File: config.mk
export PLATFORM = sky130hd
export DESIGN_NAME = alu_req_scheduler
export DESIGN_NICKNAME = d
export VERILOG_FILES = /design/src/rtl/alu_sched_pkg.sv /design/src/rtl/btn_press_detect.sv /design/src/rtl/alu_req_scheduler.sv
export SDC_FILE = /design/constraint.sdc
export NUM_CORES = 1
export LEC_CHECK = 0
export BUFFER_PORTS_ARGS = -buffer_cell sky130_fd_sc_hd__buf_2
export CORE_ASPECT_RATIO = 0.8
export CORE_MARGIN = 5
export CORE_UTILIZATION = 40
export CTS_BUF_LIST = sky130_fd_sc_hd__clkbuf_8
export CTS_CLUSTER_DIAMETER = 40
export CTS_CLUSTER_SIZE = 24
export DETAILED_ROUTE_END_ITERATION = 8
export REMOVE_ABC_BUFFERS = 1
export SETUP_SLACK_MARGIN = 0.3
export SLEW_MARGIN = 40
export SYNTH_ARGS = -nofsm -noshare
export SYNTH_HDL_FRONTEND = slang
export SYNTH_SLANG_ARGS = --single-unit
export TNS_END_PERCENT = 100
File: constraint.sdc
create_clock -name clk -period 3.18 [get_ports clk]
set_input_delay 0.318 -clock clk [delete_from_list [all_inputs] [get_ports clk]]
set_output_delay 0.318 -clock clk [all_outputs]
set_load 0.02 [all_outputs]
File: src/rtl/alu_sched_pkg.sv
// Shared types and constants for the ALU request scheduler.
package alu_sched_pkg;

  typedef enum logic [2:0] {
    ADD = 3'd0,
    SUB = 3'd1,
    AND = 3'd2,
    OR  = 3'd3,
    XOR = 3'd4,
    SHL = 3'd5,
    SHR = 3'd6,
    MUL = 3'd7
  } alu_op_e;

  typedef enum logic [1:0] {
    IDLE  = 2'd0,
    ISSUE = 2'd1,
    WAIT  = 2'd2
  } sched_state_e;

  typedef enum logic {
    HOST  = 1'b0,
    PANEL = 1'b1
  } req_e;

  // Pending front-panel request: opcode plus 2-bit DIP operands.
  typedef struct packed {
    alu_op_e    op;
    logic [1:0] a;
    logic [1:0] b;
  } panel_req_t;

  localparam logic [2:0] ADDR_OPA    = 3'd0;
  localparam logic [2:0] ADDR_OPB    = 3'd1;
  localparam logic [2:0] ADDR_CTRL   = 3'd2;
  localparam logic [2:0] ADDR_STATUS = 3'd3;
  localparam logic [2:0] ADDR_RESULT = 3'd4;
  localparam logic [2:0] ADDR_CYCLES = 3'd5;

  localparam int unsigned CTRL_GO_BIT = 8;

  localparam int unsigned ST_BUSY  = 0;
  localparam int unsigned ST_DONE  = 1;
  localparam int unsigned ST_ERR   = 2;
  localparam int unsigned ST_OVR   = 3;
  localparam int unsigned ST_PANEL = 4;

endpackage

File: src/rtl/btn_press_detect.sv
// Synchronizes raw active-low buttons and flags one-cycle presses (falling edges).
module btn_press_detect #(
  parameter int unsigned N_BTN       = 2,
  parameter int unsigned SYNC_STAGES = 2
) (
  input  logic             clk,
  input  logic             reset,
  input  logic [N_BTN-1:0] btn_n,
  output logic [N_BTN-1:0] press_c
);

  logic [N_BTN-1:0] sync_q [SYNC_STAGES];
  logic [N_BTN-1:0] prev_q;

  // Synchronizer chain followed by one history stage for edge detection.
  always_ff @(posedge clk) begin
    if (reset) begin
      for (int i = 0; i < SYNC_STAGES; i++) sync_q[i] <= '0;
      prev_q <= '0;
    end else begin
      sync_q[0] <= btn_n;
      for (int i = 1; i < SYNC_STAGES; i++) sync_q[i] <= sync_q[i-1];
      prev_q <= sync_q[SYNC_STAGES-1];
    end
  end

  assign press_c = prev_q & ~sync_q[SYNC_STAGES-1];

endmodule

File: src/rtl/alu_req_scheduler.sv
// Shares one multi-cycle ALU between the HPS Avalon-MM slave and the front panel.
module alu_req_scheduler
  import alu_sched_pkg::*;
#(
  parameter int unsigned DATA_W         = 32,
  parameter int unsigned TIMEOUT_CYCLES = 1024,
  parameter int unsigned SYNC_STAGES    = 2
) (
  input  logic              clk,
  input  logic              reset,
  input  logic [2:0]        avs_address,
  input  logic              avs_write,
  input  logic [31:0]       avs_writedata,
  input  logic              avs_read,
  output logic [31:0]       avs_readdata,
  input  logic [1:0]        btn_n,
  input  logic [3:0]        dipsw,
  output logic [7:0]        leds,
  output logic              alu_start,
  output logic [2:0]        alu_op,
  output logic [DATA_W-1:0] alu_a,
  output logic [DATA_W-1:0] alu_b,
  input  logic [DATA_W-1:0] alu_result,
  input  logic              alu_done
);

  localparam int unsigned CNT_W = $clog2(TIMEOUT_CYCLES) + 1;
  localparam logic [CNT_W-1:0] CNT_LAST = CNT_W'(TIMEOUT_CYCLES - 1);

  sched_state_e      state_q, state_d;
  req_e              owner_q, owner_d;
  req_e              last_grant_q, last_grant_d;
  logic [DATA_W-1:0] opa_q, opa_d, opb_q, opb_d;
  alu_op_e           ctrl_op_q, ctrl_op_d;
  logic              host_pending_q, host_pending_d;
  logic              host_busy_q, host_busy_d;
  logic              done_q, done_d;
  logic              err_q, err_d;
  logic              overrun_q, overrun_d;
  logic              panel_pending_q, panel_pending_d;
  panel_req_t        panel_req_q, panel_req_d;
  logic [DATA_W-1:0] result_q, result_d;
  logic [15:0]       cycles_q, cycles_d;
  logic [CNT_W-1:0]  cnt_q, cnt_d;
  logic [7:0]        leds_q, leds_d;
  logic              alu_start_q, alu_start_d;
  alu_op_e           alu_op_q, alu_op_d;
  logic [DATA_W-1:0] alu_a_q, alu_a_d, alu_b_q, alu_b_d;
  logic [31:0]       readdata_q, readdata_d;

  logic [1:0]        press_c;
  logic [31:0]       status_c;
  logic [31:0]       rd_mux_c;
  logic [31:0]       latency_c;
  logic              host_go_c;
  logic              panel_busy_c;
  logic              grant_host_c;

  btn_press_detect #(
    .N_BTN       (2),
    .SYNC_STAGES (SYNC_STAGES)
  ) u_btn (
    .clk     (clk),
    .reset   (reset),
    .btn_n   (btn_n),
    .press_c (press_c)
  );

  // Read-back mux over the pre-edge register state.
  always_comb begin
    status_c           = '0;
    status_c[ST_BUSY]  = host_busy_q;
    status_c[ST_DONE]  = done_q;
    status_c[ST_ERR]   = err_q;
    status_c[ST_OVR]   = overrun_q;
    status_c[ST_PANEL] = panel_pending_q;
    case (avs_address)
      ADDR_OPA:    rd_mux_c = 32'(opa_q);
      ADDR_OPB:    rd_mux_c = 32'(opb_q);
      ADDR_CTRL:   rd_mux_c = 32'(ctrl_op_q);
      ADDR_STATUS: rd_mux_c = status_c;
      ADDR_RESULT: rd_mux_c = 32'(result_q);
      ADDR_CYCLES: rd_mux_c = 32'(cycles_q);
      default:     rd_mux_c = '0;
    endcase
  end

  // Next-state logic: bus writes, request capture, arbitration and ALU sequencing.
  always_comb begin
    state_d         = state_q;
    owner_d         = owner_q;
    last_grant_d    = last_grant_q;
    opa_d           = opa_q;
    opb_d           = opb_q;
    ctrl_op_d       = ctrl_op_q;
    host_pending_d  = host_pending_q;
    host_busy_d     = host_busy_q;
    done_d          = done_q;
    err_d           = err_q;
    overrun_d       = overrun_q;
    panel_pending_d = panel_pending_q;
    panel_req_d     = panel_req_q;
    result_d        = result_q;
    cycles_d        = cycles_q;
    cnt_d           = cnt_q;
    leds_d          = leds_q;
    alu_start_d     = 1'b0;
    alu_op_d        = alu_op_q;
    alu_a_d         = alu_a_q;
    alu_b_d         = alu_b_q;
    readdata_d      = readdata_q;
    latency_c       = 32'(cnt_q) + 32'd1;

    if (avs_read) readdata_d = rd_mux_c;

    if (avs_write) begin
      case (avs_address)
        ADDR_OPA:  opa_d = DATA_W'(avs_writedata);
        ADDR_OPB:  opb_d = DATA_W'(avs_writedata);
        ADDR_CTRL: if (!host_busy_q) ctrl_op_d = alu_op_e'(avs_writedata[2:0]);
        ADDR_STATUS: begin
          if (avs_writedata[ST_DONE]) done_d    = 1'b0;
          if (avs_writedata[ST_ERR])  err_d     = 1'b0;
          if (avs_writedata[ST_OVR])  overrun_d = 1'b0;
        end
        default: ;
      endcase
    end

    // Host GO is judged against registered busy, so GO on the completion cycle overruns.
    host_go_c = avs_write && (avs_address == ADDR_CTRL) && avs_writedata[CTRL_GO_BIT];
    if (host_go_c) begin
      if (host_busy_q) begin
        overrun_d = 1'b1;
      end else begin
        host_pending_d = 1'b1;
        host_busy_d    = 1'b1;
        done_d         = 1'b0;
      end
    end

    // One outstanding panel request at a time; btn0 (ADD) beats btn1 (SUB).
    panel_busy_c = panel_pending_q || ((state_q != IDLE) && (owner_q == PANEL));
    if (!panel_busy_c && (|press_c)) begin
      panel_pending_d = 1'b1;
      panel_req_d.op  = press_c[0] ? ADD : SUB;
      panel_req_d.a   = dipsw[3:2];
      panel_req_d.b   = dipsw[1:0];
    end

    grant_host_c = host_pending_q && (!panel_pending_q || (last_grant_q == PANEL));

    case (state_q)
      IDLE: begin
        if (host_pending_q || panel_pending_q) begin
          if (grant_host_c) begin
            owner_d        = HOST;
            last_grant_d   = HOST;
            alu_op_d       = ctrl_op_q;
            alu_a_d        = opa_q;
            alu_b_d        = opb_q;
            host_pending_d = 1'b0;
          end else begin
            owner_d         = PANEL;
            last_grant_d    = PANEL;
            alu_op_d        = panel_req_q.op;
            alu_a_d         = DATA_W'(panel_req_q.a);
            alu_b_d         = DATA_W'(panel_req_q.b);
            panel_pending_d = 1'b0;
          end
          alu_start_d = 1'b1;
          state_d     = ISSUE;
        end
      end
      ISSUE: begin
        cnt_d   = '0;
        state_d = WAIT;
      end
      WAIT: begin
        if (alu_done) begin
          if (owner_q == HOST) begin
            result_d    = alu_result;
            done_d      = 1'b1;
            host_busy_d = 1'b0;
          end else begin
            leds_d = alu_result[7:0];
          end
          cycles_d = (latency_c > 32'h0000_FFFF) ? 16'hFFFF : latency_c[15:0];
          state_d  = IDLE;
        end else if (cnt_q == CNT_LAST) begin
          err_d = 1'b1;
          if (owner_q == HOST) begin
            result_d    = '0;
            host_busy_d = 1'b0;
          end else begin
            leds_d = 8'hFF;
          end
          state_d = IDLE;
        end else begin
          cnt_d = cnt_q + CNT_W'(1);
        end
      end
      default: state_d = IDLE;
    endcase
  end

  // State register; reset clears everything, host wins the first tie.
  always_ff @(posedge clk) begin
    if (reset) begin
      state_q         <= IDLE;
      owner_q         <= HOST;
      last_grant_q    <= PANEL;
      opa_q           <= '0;
      opb_q           <= '0;
      ctrl_op_q       <= ADD;
      host_pending_q  <= 1'b0;
      host_busy_q     <= 1'b0;
      done_q          <= 1'b0;
      err_q           <= 1'b0;
      overrun_q       <= 1'b0;
      panel_pending_q <= 1'b0;
      panel_req_q     <= '0;
      result_q        <= '0;
      cycles_q        <= '0;
      cnt_q           <= '0;
      leds_q          <= '0;
      alu_start_q     <= 1'b0;
      alu_op_q        <= ADD;
      alu_a_q         <= '0;
      alu_b_q         <= '0;
      readdata_q      <= '0;
    end else begin
      state_q         <= state_d;
      owner_q         <= owner_d;
      last_grant_q    <= last_grant_d;
      opa_q           <= opa_d;
      opb_q           <= opb_d;
      ctrl_op_q       <= ctrl_op_d;
      host_pending_q  <= host_pending_d;
      host_busy_q     <= host_busy_d;
      done_q          <= done_d;
      err_q           <= err_d;
      overrun_q       <= overrun_d;
      panel_pending_q <= panel_pending_d;
      panel_req_q     <= panel_req_d;
      result_q        <= result_d;
      cycles_q        <= cycles_d;
      cnt_q           <= cnt_d;
      leds_q          <= leds_d;
      alu_start_q     <= alu_start_d;
      alu_op_q        <= alu_op_d;
      alu_a_q         <= alu_a_d;
      alu_b_q         <= alu_b_d;
      readdata_q      <= readdata_d;
    end
  end

  assign avs_readdata = readdata_q;
  assign leds         = leds_q;
  assign alu_start    = alu_start_q;
  assign alu_op       = alu_op_q;
  assign alu_a        = alu_a_q;
  assign alu_b        = alu_b_q;

endmodule

* Yosys cells after proc, flatten, opt, wreduce, memory -nomap -nowiden
Memory sizes are Yosys's and may differ from the RTL's. Index checks and enable logic that the tools add are counted.
Cells by class: add/sub/neg operators 2, multiply operators 0, divide/modulo/power cells 0, magnitude comparators 1, equality and inequality tests 12, shifts and indexed selects 0, mux-type cells 61, bitwise logic cells 7, reduce and logical (&&, ||, !) cells 26
Operators with widths (number):
- 32-bit 2-to-1 mux | 6
- 32-bit one-hot mux with 6 select lines | 1
- 1-bit 2-to-1 mux | 39
- 8-bit 2-to-1 mux | 4
- 11-bit 2-to-1 mux | 2
- 11-bit one-hot mux with 2 select lines | 1
- 12-bit by 16-bit greater-than comparator with 1-bit output, second input constant | 1
- 16-bit 2-to-1 mux | 1
- 11-bit by 1-bit adder with 12-bit output, second input constant | 1
- 3-bit AND reduction | 4
- 11-bit by 1-bit adder with 11-bit output, second input constant | 1
- 11-bit by 10-bit == test with 1-bit output, second input constant | 1
- 2-bit 2-to-1 mux | 5
- 2-bit AND reduction | 5
- 3-bit by 2-bit == test with 1-bit output, second input constant | 2
- 3-bit == test, second input constant | 2
- 2-bit != test, second input constant | 3
- 2-bit one-hot mux with 3 select lines | 1
- 2-bit nonzero test | 3
- 1-bit logical AND | 5
- 2-bit OR reduction | 2
- 3-bit by 1-bit == test with 1-bit output, second input constant | 1
- 3-bit zero test | 1
- 1-bit logical OR | 3
- other kinds (10) | 14
Storage, ports and cells: register bits 253, bits in latches 0, memory bits (writable) 4, ROM bits 0, logic and storage cells 135, memories 1
Memories:
- u_btn.sync_q | depth 2, width 2, read ports 2, clocked after memory_dff 0, wr ports 2, RTL line btn_press_detect.sv:12 | logic [N_BTN-1:0] sync_q [SYNC_STAGES];

* Longest topological paths before layout
depth in word-level cells 9, mapped depth 8

* Cells and area by module
Synthesis repeated with hierarchy kept, for this count alone.
Unflattened totals: cells, all modules 1052, area, all modules 9671.8 sq um
By module, submodules not included:
- alu_req_scheduler | times used 1, cells an instance 1038, area an instance 9496.6 sq um, sequential area each 4904.7 sq um
- btn_press_detect | times used 1, cells an instance 14, area an instance 175.2 sq um, sequential area each 120.1 sq um

* Worst setup path after synthesis
OpenSTA, ideal clock, no wires.
path kind register -> register, start register cnt_q[0], end register cnt_q[8], library setup time 0.122 ns, arrival time 1.574 ns, slack 1.483 ns, stages on the path, launching flop included 7, buffers on the path 1, period minus slack after synthesis 1.697 ns, cell sequence dfxtp_1 > ha_1 > and3_1 > buf_2 > nand4_1 > and3_1 > a221o_2
On the way: cells in the longest elaborated chain, start to end 4, elaborated cells on any way between the ends 7, classes of those cells 1 x add/sub; 2 x eq/ne; 3 x mux; 1 x reduce/logical
RTL lines:
- start, declared | RTL line alu_req_scheduler.sv:44 | logic [CNT_W-1:0] cnt_q, cnt_d;
- start signal, assigned | RTL line alu_req_scheduler.sv:248 | cnt_q <= cnt_d;
- 11-bit by 1-bit adder with 11-bit output | RTL line alu_req_scheduler.sv:200 | cnt_d = cnt_q + CNT_W'(1);
- 11-bit 2-to-1 mux | RTL line alu_req_scheduler.sv:190 | end else if (cnt_q == CNT_LAST) begin
- 11-bit 2-to-1 mux | RTL line alu_req_scheduler.sv:180 | if (alu_done) begin
- 11-bit one-hot mux with 2 select lines | RTL line alu_req_scheduler.sv:153 | case (state_q)
Parallel ways exist; a longest one is shown, timed or not. The select of a mux whose other input is x is not followed. A chain may end at the register's enable or synchronous reset.

* Final worst setup path
start register cnt_q[0], end register result_q[12]
On the way: cells in the longest elaborated chain, start to end 3
RTL lines:
- 11-bit by 10-bit == test with 1-bit output | RTL line alu_req_scheduler.sv:190
- 2-bit nonzero test (no line)
- 3-bit AND reduction (no line)
- end signal, assigned | RTL line alu_req_scheduler.sv:246 | result_q <= result_d;
- end, declared | RTL line alu_req_scheduler.sv:42 | logic [DATA_W-1:0] result_q, result_d;
Every way passes these cells.

==> impl_metrics.json <==
{
  "die_y_um": 151,
  "cts_tree": "done",
  "initial_utilization": 0.406,
  "fin_area_um2": 12000,
  "clockRootBuffer": "clkbuf_8",
  "path_cells": "ha_1 -> and3_1 -> a41oi_4 -> buf_4 -> o21ai_0 -> a21oi_1",
  "startpoint_type": "register",
  "num_vias": 8552,
  "vias_per_cell": 5.30,
  "timing.rr.start": "cnt_q[0]",
  "p_sw_w": 0.00159,
  "place_congestion": 0.848,
  "internal_power_w": 0.00519,
  "grt_max_degree": 194,
  "track_usage": 0.200,
  "syn-cell-area_um2": 9890,
  "synth_top_family_by_area": "compound AO/OA/AOI/OAI gates",
  "slowest_stage": "a41oi_4",
  "synth-main-ff-cell": "dfxtp_1",
  "yosys-top-cells-area": "dfxtp_1 51%, a21oi_1 7.0%, nand2_1 6.6%",
  "placementRows": 51,
  "outcome": "finished, final reports clean",
  "clk_pin_slew_ns": 0.08,
  "hold_path.class": "input pin to register",
  "final_core_util": 0.494,
  "fin_ws_ns": 0.907,
  "synth_seq_area_share": 0.508,
  "dpl.hpwl_mm": 18.5,
  "ir_drop_v": 0.000356,
  "clkSinkCount": 251,
  "power_density_nw_per_um2": 563,
  "yosysUniqueCellTypes": 62,
  "async_flop_share": 0,
  "boundaryPins": 186,
  "ys_ff_latch": 251,
  "fin_worst_skew_ns": 0.0234,
  "cp_num_cells": 6,
  "cts-buffers-inserted": 35,
  "synthCells": 1122,
  "fmax_mhz": 440,
  "core-area_um2": 24400,
  "setup_tns_ns": 0,
  "max_cap_violations": 0,
  "period_needed_ns": 2.27,
  "cts_resized": 0,
  "tightestPinTransition_ns": 0.829,
  "syn_area_per_cell_um2": 8.81,
  "grt_pass1_wl_mm": 44.7,
  "first_iter_violations": 574,
  "crit_buf_inv": 1,
  "clkPwrFrac": 0.467,
  "synth_compound_area_frac": 0.203,
  "post_drt_wl_per_cell_um": 17.8,
  "cp_top_family": "compound AO/OA/AOI/OAI gates",
  "maxSlewHeadroom": 0.448,
  "area_delta_synth_final_pct": 21.8,
  "yosysTopAreaCell": "dfxtp_1",
  "synthXorXnorAreaFrac": 0.00797,
  "crit_path_end_kind": "register",
  "comb_power_share": 0.059,
  "synthAdderAreaFrac": 0.00127,
  "drt_pass1_iterations": 5,
  "crit_required_ns": 3.63,
  "ys_warn_count": 0,
  "grt_pass1_vias": 7892,
  "critPathMaxFanout": 22,
  "arrival_ns": 2.73,
  "final-setup-viol-count": 0,
  "drc": 0,
  "slew_viol_final": 0,
  "critPathMaxStageDelay_ns": 0.69,
  "reg2regPathDepth": 6,
  "synth-simple-area-share": 0.183,
  "grt_setup_unrepaired": "false",
  "synth-edff-count": 0,
  "ant_nets": 0,
  "muxShareOfSynthArea": 0.0564,
  "drive_above_1_share": 0.231,
  "routed_wl_mm": 28.7,
  "grt_antenna_before_repair": 2,
  "port_buffers": 185,
  "place_ws_ns": 0.899,
  "p_seq_frac": 0.475,
  "reg2reg_slack_ns": 0.91,
  "antenna-diode-count": 0,
  "clk_latency_ns": 0.53,
  "p_sw_frac": 0.234,
  "crit_start": "cnt_q[0]",
  "die_w_um": 186,
  "p_leak_nw": 4.64,
  "finalHoldViolCount": 0,
  "r2r_end": "result_q[12]",
  "place_area_um2": 11000,
  "htreeDepth": 2,
  "die-area_um2": 28000,
  "critical_path_class": "register to register",
  "synth_top_area_frac": 0.508,
  "grt-ovfl-total": 0,
  "clock_path_buffers": 3,
  "nets": 1349,
  "endpoint": "result_q[12]",
  "fin_crit_sh": 0.715
}
==> flip-flops by register name, indices dropped and copies added (netlist names), 4 cells and up <==
| signal | flops |
|---|---|
| alu_a | 32 |
| alu_b | 32 |
| avs_readdata | 32 |
| opa_q | 32 |
| opb_q | 32 |
| result_q | 32 |
| cycles_q | 12 |
| cnt_q | 11 |
| leds | 8 |
| panel_req_q | 5 |
| u_btn.sync_q | 4 |
==> per-stage QoR <==
stage               std cells  power, W  hold slack (ns)
floorplan                1031   0.00343            0.387
global placement         1545   0.00367            0.417
detailed placement       1547   0.00368            0.420
CTS                      1611   0.00686          0.00514
global route             1613   0.00704          0.00907
finish                   1613   0.00678           0.0382
==> layout make-up <==
class                           instances  area [µm²]
Clock buffer                           45         619
Clock inverter                         17         285
Fill cell                            2375       12300
Inverter                                7        26.3
Multi-Input combinational cell        773        4540
Sequential cell                       251        5020
Tap cell                              318         398
Timing Repair Buffer                  202        1150
==> cells in the mapped netlist (3+ instances only) <==
| cell | count |
|---|---|
| nand3_1 | 6 |
| nand3b_1 | 4 |
| and2_1 | 3 |
| nand2b_1 | 7 |
| buf_1 | 3 |
| o21ai_0 | 36 |
| and3_1 | 4 |
| nand2_1 | 173 |
| xnor2_1 | 5 |
| inv_1 | 7 |
| mux4_2 | 8 |
| clkbuf_2 | 3 |
| a22oi_1 | 67 |
| clkbuf_1 | 66 |
| xor2_1 | 4 |
| nand4_1 | 3 |
| mux2i_1 | 31 |
| a222oi_1 | 5 |
| a21oi_1 | 139 |
| nor2b_1 | 40 |
| or3_1 | 3 |
| buf_2 | 17 |
| dfxtp_1 | 251 |
| o2bb2ai_1 | 22 |
| a211oi_1 | 13 |
| nor2_1 | 141 |
| nor3_1 | 14 |
| mux2_2 | 6 |
==> repair_timing <==
item,in CTS,in global routing
buffers inserted,0,0
hold buffers,2,0
endpoints found under the hold margin,2,0
setup endpoints to repair,0,0
==> worst min-delay path, cell delays in order <==
cell	delay [ns]
buf_2	0.11
nand2_1	0.05
a21oi_1	0.05
==> how the worst min path moves through the flow <==
stage / cells after the start / start / slack, ns / end
floorplan: 1 / reset / 0.39 / avs_readdata[1]
global placement: 1 / u_btn.sync_q[0][0] / 0.42 / u_btn.sync_q[0][2]
detailed placement: 1 / u_btn.sync_q[0][1] / 0.42 / u_btn.sync_q[0][3]
CTS: 3 / alu_result[12] / 0.005 / result_q[12]
global route: 3 / alu_result[24] / 0.009 / result_q[24]
finish: 3 / avs_writedata[6] / 0.04 / opa_q[6]
==> power by group through the flow <==
stage	clock network, W	logic [W]	registers [W]
floorplan	0	0.000145	0.00329
global placement	0	0.000385	0.00329
CTS	0.00325	0.000392	0.00322
global route	0.00339	0.000432	0.00322
detailed placement	0	0.000389	0.00329
finish	0.00316	0.000398	0.00322
==> logic make-up (layout without fill, tap and decap cells) <==
group	after synthesis	count (layout)
simple gates	410	410
compound gates	308	308
flops	251	251
buf+inv	98	271
mux	45	45
xor+xnor	9	9
fa+ha+maj	1	1
==> layer usage <==
layer | vias to the layer above | GRT usage | share of wire
met5 | - | 0 | 0.00094
met4 | 4 | 0.0415 | 0.015
met3 | 38 | 0.0483 | 0.082
met2 | 307 | 0.282 | 0.41
met1 | 4001 | 0.309 | 0.49
li1 | 4202 | - | -
==> placed cells by master, fill, tap and decap left out, drive strengths merged, types with 22 or more instances in the layout <==
cell type    n
a21oi      139
a22oi       67
buf        200
clkbuf      45
dfxtp      251
mux2i       31
nand2      173
nor2       141
nor2b       40
o21ai       37
o2bb2ai     22
Power figures use the tool's default switching activity.
